$ cat src/rtl/tone_square_gen.sv
//==============================================================================
// Module      : tone_square_gen
// Description : Tone-to-square-wave sink. Converts a frequency in Hz to a
//               half-period using an iterative restoring divider and drives a
//               1-bit square wave. Optional macro VOLUME_EN adds a 3-bit
//               volume input that narrows the high phase of the wave.
// Revision    : 1.0 - initial release
//==============================================================================
`default_nettype none

module tone_square_gen #(
  parameter logic [31:0] CLK_HZ     = 32'd100_000_000,
  parameter logic [31:0] SILENCE_HZ = 32'd20000
) (
  input  logic        clk,
  input  logic        rst_n,
  input  logic [31:0] tone,
`ifdef VOLUME_EN
  input  logic [2:0]  volume,
`endif
  output logic        audio_out,
  output logic        busy,
  output logic [31:0] half_period
);

  typedef enum logic [1:0] {
    IDLE = 2'd0,
    DIV  = 2'd1,
    RUN  = 2'd2
  } state_t;

  state_t      state;
  logic [31:0] tone_q;
  logic [31:0] dvd;
  logic [32:0] dsr;
  logic [32:0] rem;
  logic [31:0] quo;
  logic [4:0]  step;
  logic [31:0] cnt;
  logic        phase;

  logic [33:0] rem_sh;
  logic        rem_ge;
  logic [33:0] rem_sub;
  logic [32:0] rem_nx;
  logic [31:0] quo_nx;
  logic        tone_silent;

  // One restoring step: shift in the next dividend bit, subtract if it fits.
  always_comb begin
    rem_sh      = {rem, dvd[31]};
    rem_ge      = (rem_sh >= {1'b0, dsr});
    rem_sub     = rem_sh - {1'b0, dsr};
    rem_nx      = rem_ge ? rem_sub[32:0] : rem_sh[32:0];
    quo_nx      = {quo[30:0], rem_ge};
    tone_silent = (tone == 32'd0) || (tone >= SILENCE_HZ);
  end

  always_ff @(posedge clk) begin
    if (!rst_n) begin
      state       <= IDLE;
      tone_q      <= 32'd0;
      dvd         <= 32'd0;
      dsr         <= 33'd0;
      rem         <= 33'd0;
      quo         <= 32'd0;
      step        <= 5'd0;
      cnt         <= 32'd0;
      phase       <= 1'b0;
      busy        <= 1'b0;
      half_period <= 32'd0;
    end else begin
      // The waveform keeps running on the current half_period while dividing.
      if (half_period == 32'd0) begin
        cnt   <= 32'd0;
        phase <= 1'b0;
      end else if (cnt == half_period - 32'd1) begin
        cnt   <= 32'd0;
        phase <= ~phase;
      end else begin
        cnt <= cnt + 32'd1;
      end

      if (tone != tone_q) begin
        tone_q <= tone;
        if (tone_silent) begin
          half_period <= 32'd0;
          busy        <= 1'b0;
          cnt         <= 32'd0;
          phase       <= 1'b0;
          state       <= IDLE;
        end else begin
          dvd   <= CLK_HZ;
          dsr   <= {tone, 1'b0};
          rem   <= 33'd0;
          quo   <= 32'd0;
          step  <= 5'd0;
          busy  <= 1'b1;
          state <= DIV;
        end
      end else if (state == DIV) begin
        dvd  <= {dvd[30:0], 1'b0};
        rem  <= rem_nx;
        quo  <= quo_nx;
        step <= step + 5'd1;
        if (step == 5'd31) begin
          half_period <= (quo_nx == 32'd0) ? 32'd1 : quo_nx;
          busy        <= 1'b0;
          cnt         <= 32'd0;
          phase       <= phase;
          state       <= RUN;
        end
      end
    end
  end

`ifdef VOLUME_EN
  logic [34:0] vol_thresh;

  always_comb begin
    vol_thresh = 35'(half_period >> 3) * (35'(volume) + 35'd1);
    audio_out  = phase && ({3'b000, cnt} < vol_thresh);
  end
`else
  assign audio_out = phase;
`endif

endmodule

`default_nettype wire
$ cat config.mk
export PLATFORM = sky130hd
export DESIGN_NAME = tone_square_gen
export DESIGN_NICKNAME = d
export VERILOG_FILES = /design/src/rtl/tone_square_gen.sv
export SDC_FILE = /design/constraint.sdc
export NUM_CORES = 1
export LEC_CHECK = 0
export ABC_AREA = 1
export CAP_MARGIN = 30
export CORE_MARGIN = 1.5
export CORE_UTILIZATION = 60
export CTS_BUF_LIST = sky130_fd_sc_hd__clkbuf_8
export CTS_CLUSTER_DIAMETER = 40
export DETAILED_ROUTE_END_ITERATION = 12
export PLACE_DENSITY = 0.92
export RECOVER_POWER = 50
export SLEW_MARGIN = 20
export SYNTH_ARGS = -nofsm -noshare
export SYNTH_HDL_FRONTEND = slang
export SYNTH_SLANG_ARGS = --single-unit
$ cat constraint.sdc
create_clock -name clk -period 2.9 [get_ports clk]
set_clock_uncertainty 0.15 [all_clocks]
set_input_delay 0.58 -clock clk [delete_from_list [all_inputs] [get_ports clk]]
set_output_delay 0.58 -clock clk [all_outputs]
set_load 0.02 [all_outputs]
Word level (Yosys, flattened, before mapping). Cells that the tools add are included.

Bits in registers: 233. Bits of input ports: 34. Output and inout bits: 34. Word-level logic and storage cells: 74.

$add $sub $neg: 4. $lt $le $gt $ge: 2. Equality and inequality tests: 7. Muxes and demuxes: 38. Bitwise logic cells: 2. Reductions and logical operators: 10.

Operators by type and width (count): $mux 32 (14); $mux 33 (4); $logic_not 32->1 (3); $mux 31 (3); $ge 34x33->1 (1); $sub 33x33->33 (1); $add 32x1->32 const B (1); $eq 32x32->1 (1); $ge 32x15->1 const B (1); $ne 32x32->1 (1); $sub 32x1->32 const B (1); $mux 5 (3); $mux 1 (11); $mux 2 (3); $reduce_and 2->1 (3); $add 5x1->5 const B (1); $eq 5x5->1 const B (1); $ne 2x2->1 const B (2); $reduce_bool 2->1 (2); $ne 3x3->1 const B (1); $reduce_and 3->1 (1); $eq 2x1->1 const B (1); $not 1->1 (2); $logic_or 1x1->1 (1).

Depth between registers and ports, before layout.
Depth after elaboration: 7. Mapped depth: 18. Depth with buffers taken out: 18.

Worst setup path before layout. Ideal clock, no wire load.

Path kind: register to register. Start: register rem[0]. End: register rem[31]. Library setup time: 132 ps. Arrival: 2255 ps. Required time: 2618 ps. Path slack: 362 ps. Cell stages (with the launch flop): 13. Buffers on the path: 0. Clock period less this slack: 2538 ps. Cells stage by stage: dfxtp_1 > inv_1 > ha_1 > fa_1 > o21ai_0 > a21boi_0 > o21ai_0 > nand3_1 > nand2_1 > xnor2_1 > nand2_1 > nand3_1 > a21oi_1.

Longest elaborated chain between the ends: 4. Elaborated cells on any way between the ends: 5. Classes of those cells: add/sub (1); order compare (1); mux (3).

RTL lines: start, declared (RTL line 36) `logic [32:0] rem;`; start signal, assigned (RTL line 103) `rem <= rem_nx;`; $sub 33x33->33 / $ge 34x33->1 (equally long branches) (RTL line 53, 52); $mux 33 * (RTL line 54) `rem_nx = rem_ge ? rem_sub[32:0] : rem_sh[32:0];`; $mux 33 * (RTL line 101) `end else if (state == DIV) begin`; $mux 33 * (RTL line 84) `if (tone != tone_q) begin`.

Mark *: on every way between the ends. The rest lies on a longest branch, timed or not. The select of a mux whose other input is x is not followed. A chain may end at the register's enable or synchronous reset.

Final worst setup path.
Start: register dsr[3]. End: register rem[28].

Longest elaborated chain between the ends: 4. Elaborated cells on any way between the ends: 5. Classes of those cells: add/sub (1); order compare (1); mux (3).

RTL lines: start, declared (RTL line 35) `logic [32:0] dsr;`; start signal, assigned (RTL line 94) `dsr <= {tone, 1'b0};`; $sub 33x33->33 / $ge 34x33->1 (equally long branches) (RTL line 53, 52); $mux 33 * (RTL line 54); $mux 33 * (RTL line 101); $mux 33 * (RTL line 84).

Marks and branches as above.

==> flow_summary.toml <==
[sta]
fmax_mhz = 361
tns_ns = 0
hold_violations = 0
worstMarginPinSlew_ns = 0.533
setup_slack_ns = 0.133
slew_viol_final = 0
hold_slack_ns = 0.308
post-route-period-util_pct = 95.4
setup_violations = 0
slew_headroom_pct = 64.1
rsz0062_at_grt = "false"
min_period_ns = 2.77

[power_and_ir_drop]
p_comb_share_pct = 3.5
p_int_mw = 4.79
clock_power_share_pct = 46.3
power_density_mw_per_mm2 = 425
p_leak_nw = 6.85
peakVddDrop_mv = 0.540
power_frac_seq_pct = 50.3
swShare_pct = 22.6
switching_power_mw = 1.40

[drt]
drtIter0Drc = 787
drc = 0
viasPerCell = 5.48
ant_nets = 0
drt_first_pass_iters = 5
num_vias = 12200
drt-wirelength-per-cell_um = 14.7
drt_wl_total_um = 32600

[logic_synthesis]
avgSynthCellArea_um2 = 6.83
yosys_register_bits = 224
seq_area_frac_synth_pct = 36.3
synth_area_mm2 = 0.0124
netlist.area_leader.share_pct = 36.3
yosysUniqueCellTypes = 46
async_reset_ff_share_pct = 0
synth_top_cells_by_count = "nand2_1 (448), dfxtp_1 (224), inv_1 (218), nor2_1 (192), a21oi_1 (137)"
yosys_warnings = 0
synth.area.top_cells = "dfxtp_1 (36%), nand2_1 (14%), inv_1 (6.6%)"
synth_top_area_cell = "dfxtp_1"
synth_flop_cell = "dfxtp_1"
synth_enable_flop_cells = 0
syn-num-nets = 1879
yosysMostFrequentCell = "nand2_1"
postSynthCellCount = 1808

[worst_setup_path]
rr_endpoint = "rem[28]$_SDFFE_PN0P_"
reg2regPathDepth = 13
cp_max_fo = 4
worstSetupEndpointType = "flop"
critPathArrivalTime_ns = 3.01
timing.rr.start = "dsr[3]$_SDFFE_PN0P_"
worst_setup_path_start_kind = "flop"
crit_type = "reg2reg"
cp.required_ns = 3.15
r2r_setup_slack_ns = 0.13

[clock_network]
cts_root_buf = "clkbuf_8"
cts_tree = "yes"
hold_buffers = 0
cts.sinks = 224
numCtsBuffers = 38
cts_buffer_depth = 3
htree_num_levels = 2
clk_latency_ns = 0.56
path_clk_slew_ns = 0.06

[place]
pre_cts_slack_ns = -0.350
gp_congestion = 0.997
portBuffers = 67
place_hpwl_um = 23700
numPlacedInstances = 2156
place_area_mm2 = 0.0137

[job]
drv_cap = 0

[finish]
antennaDiodeCount = 0
layout.nets = 2002
area_growth_pct = 18.0
drive_gt1_share_pct = 9.11
finalInstanceArea_mm2 = 0.0146
fin_cells = 2223

[run_status]
status = "completed"

[worst_hold_path]
hold-path-cell-count = 2
hold_path_class = "reg2reg"
worstHoldStart = "dvd[14]$_SDFFE_PN0P_"
min_to = "dvd[15]$_SDFFE_PN0P_"

[grt]
grt_usage_pct = 30.1
grt_pass1_vias = 11800
grt_pass1_wl_um = 53700
antenna_found_initial = 0
overflow = 0
grt_max_degree = 117

[floorplan]
die_height_um = 146
placementRows = 52
die_w_um = 146
core_mm2 = 0.0202
die_area_mm2 = 0.0215
start_util_pct = 61.1
ios = 68
[routing by layer]
layer	global-route usage [%]	up-vias	part of all wire [%]
met5	0	-	0
met4	12.2	0	3.2
met3	4.38	79	5.5
met2	53.4	409	49
met1	36.4	5625	42
li1	-	6073	-
[what timing repair did]
action / CTS / global route
setup buffers: 0 / 5
hold endpoints to repair: 0 / 0
endpoints found under the setup margin: 0 / 95
gates resized for setup: 0 / 17
[per-stage QoR]
step / utilization, % / power, mW
floorplan: - / 3.27
global placement: 67.9 / 3.39
detailed placement: 67.9 / 3.39
CTS: 71.6 / 6.22
global route: 72.0 / 6.39
finish: 72.0 / 6.19
[placed cells by master, fill, tap and decap left out, drive strengths merged, types with 9 or more instances in the layout]
cell	synthesis	layout
or2	13	13
a21oi	137	137
nor3	30	30
nor4	13	13
o21bai	9	9
xor2	61	61
xnor2	41	41
nand3b	32	32
buf	28	74
inv	223	232
nand3	115	115
dlygate4sd3	0	35
a211oi	17	17
nor2	203	203
dfxtp	224	224
o21ai	68	68
clkdlybuf4s50	0	32
ha	36	36
nand4	35	35
nand2	453	453
clkbuf	35	46
[worst max path at each step]
stage               cells past startpoint            startpoint              endpoint  slack (ns)
global placement                       13              tone[18]    cnt[21]$_SDFF_PN0_       -0.26
detailed placement                     13              tone[18]     cnt[1]$_SDFF_PN0_       -0.35
floorplan                              12   rem[0]$_SDFFE_PN0P_  rem[31]$_SDFFE_PN0P_        0.36
global route                           15  dsr[17]$_SDFFE_PN0P_  rem[28]$_SDFFE_PN0P_      0.0001
CTS                                    13   dsr[3]$_SDFFE_PN0P_   rem[1]$_SDFFE_PN0P_        0.04
finish                                 13   dsr[3]$_SDFFE_PN0P_  rem[28]$_SDFFE_PN0P_        0.13
[registers in the layout, summed over array words and instances (netlist names)]
signal,count
rem,33
cnt,32
dsr,32
half_period,32
tone_q,32
quo,31
dvd,24
step,5
state,2
audio_out,1
[cell type report]
| type | instances | area [um^2] |
|---|---|---|
| sequential | 224 | 4490 |
| clock inverter | 21 | 191 |
| inverter | 223 | 838 |
| timing repair buffer | 146 | 1350 |
| clock buffer | 41 | 564 |
| fill | 1578 | 5660 |
| tap | 270 | 338 |
| multi-input combinational | 1298 | 6810 |
[kinds of logic (layout without fill, tap and decap cells)]
group	after synthesis	in the layout	share of synthesized area (%)
AND/OR/NAND/NOR	898	898	31.8
buffers and inverters	286	431	9.03
flip-flops	224	224	36.3
XOR/XNOR	103	103	7.41
adder cells (fa/ha/maj)	37	37	3.81
AO/OA/AOI/OAI	260	260	11.6
[critical path: stages, from the launching register on]
cell     delay, ns
dfxtp_1       0.31
inv_1         0.07
ha_1          0.35
a21oi_1       0.22
o21ai_2       0.11
a21oi_2       0.23
o21ai_0       0.21
and2_1        0.21
o21ai_0       0.36
nand2_1       0.12
nand2_1       0.09
nand3_1       0.07
nand2_1       0.07
a21oi_1       0.05
[power groups by stage]
stage	registers [mW]	logic, mW	clock network, mW
5_1_grt	3.11	0.235	3.04
3_5_place_dp	3.18	0.212	0
4_1_cts	3.11	0.215	2.89
3_3_place_gp	3.18	0.208	0
6_report	3.11	0.214	2.86
2_1_floorplan	3.18	0.0971	0
Power figures use the tool's default switching activity.
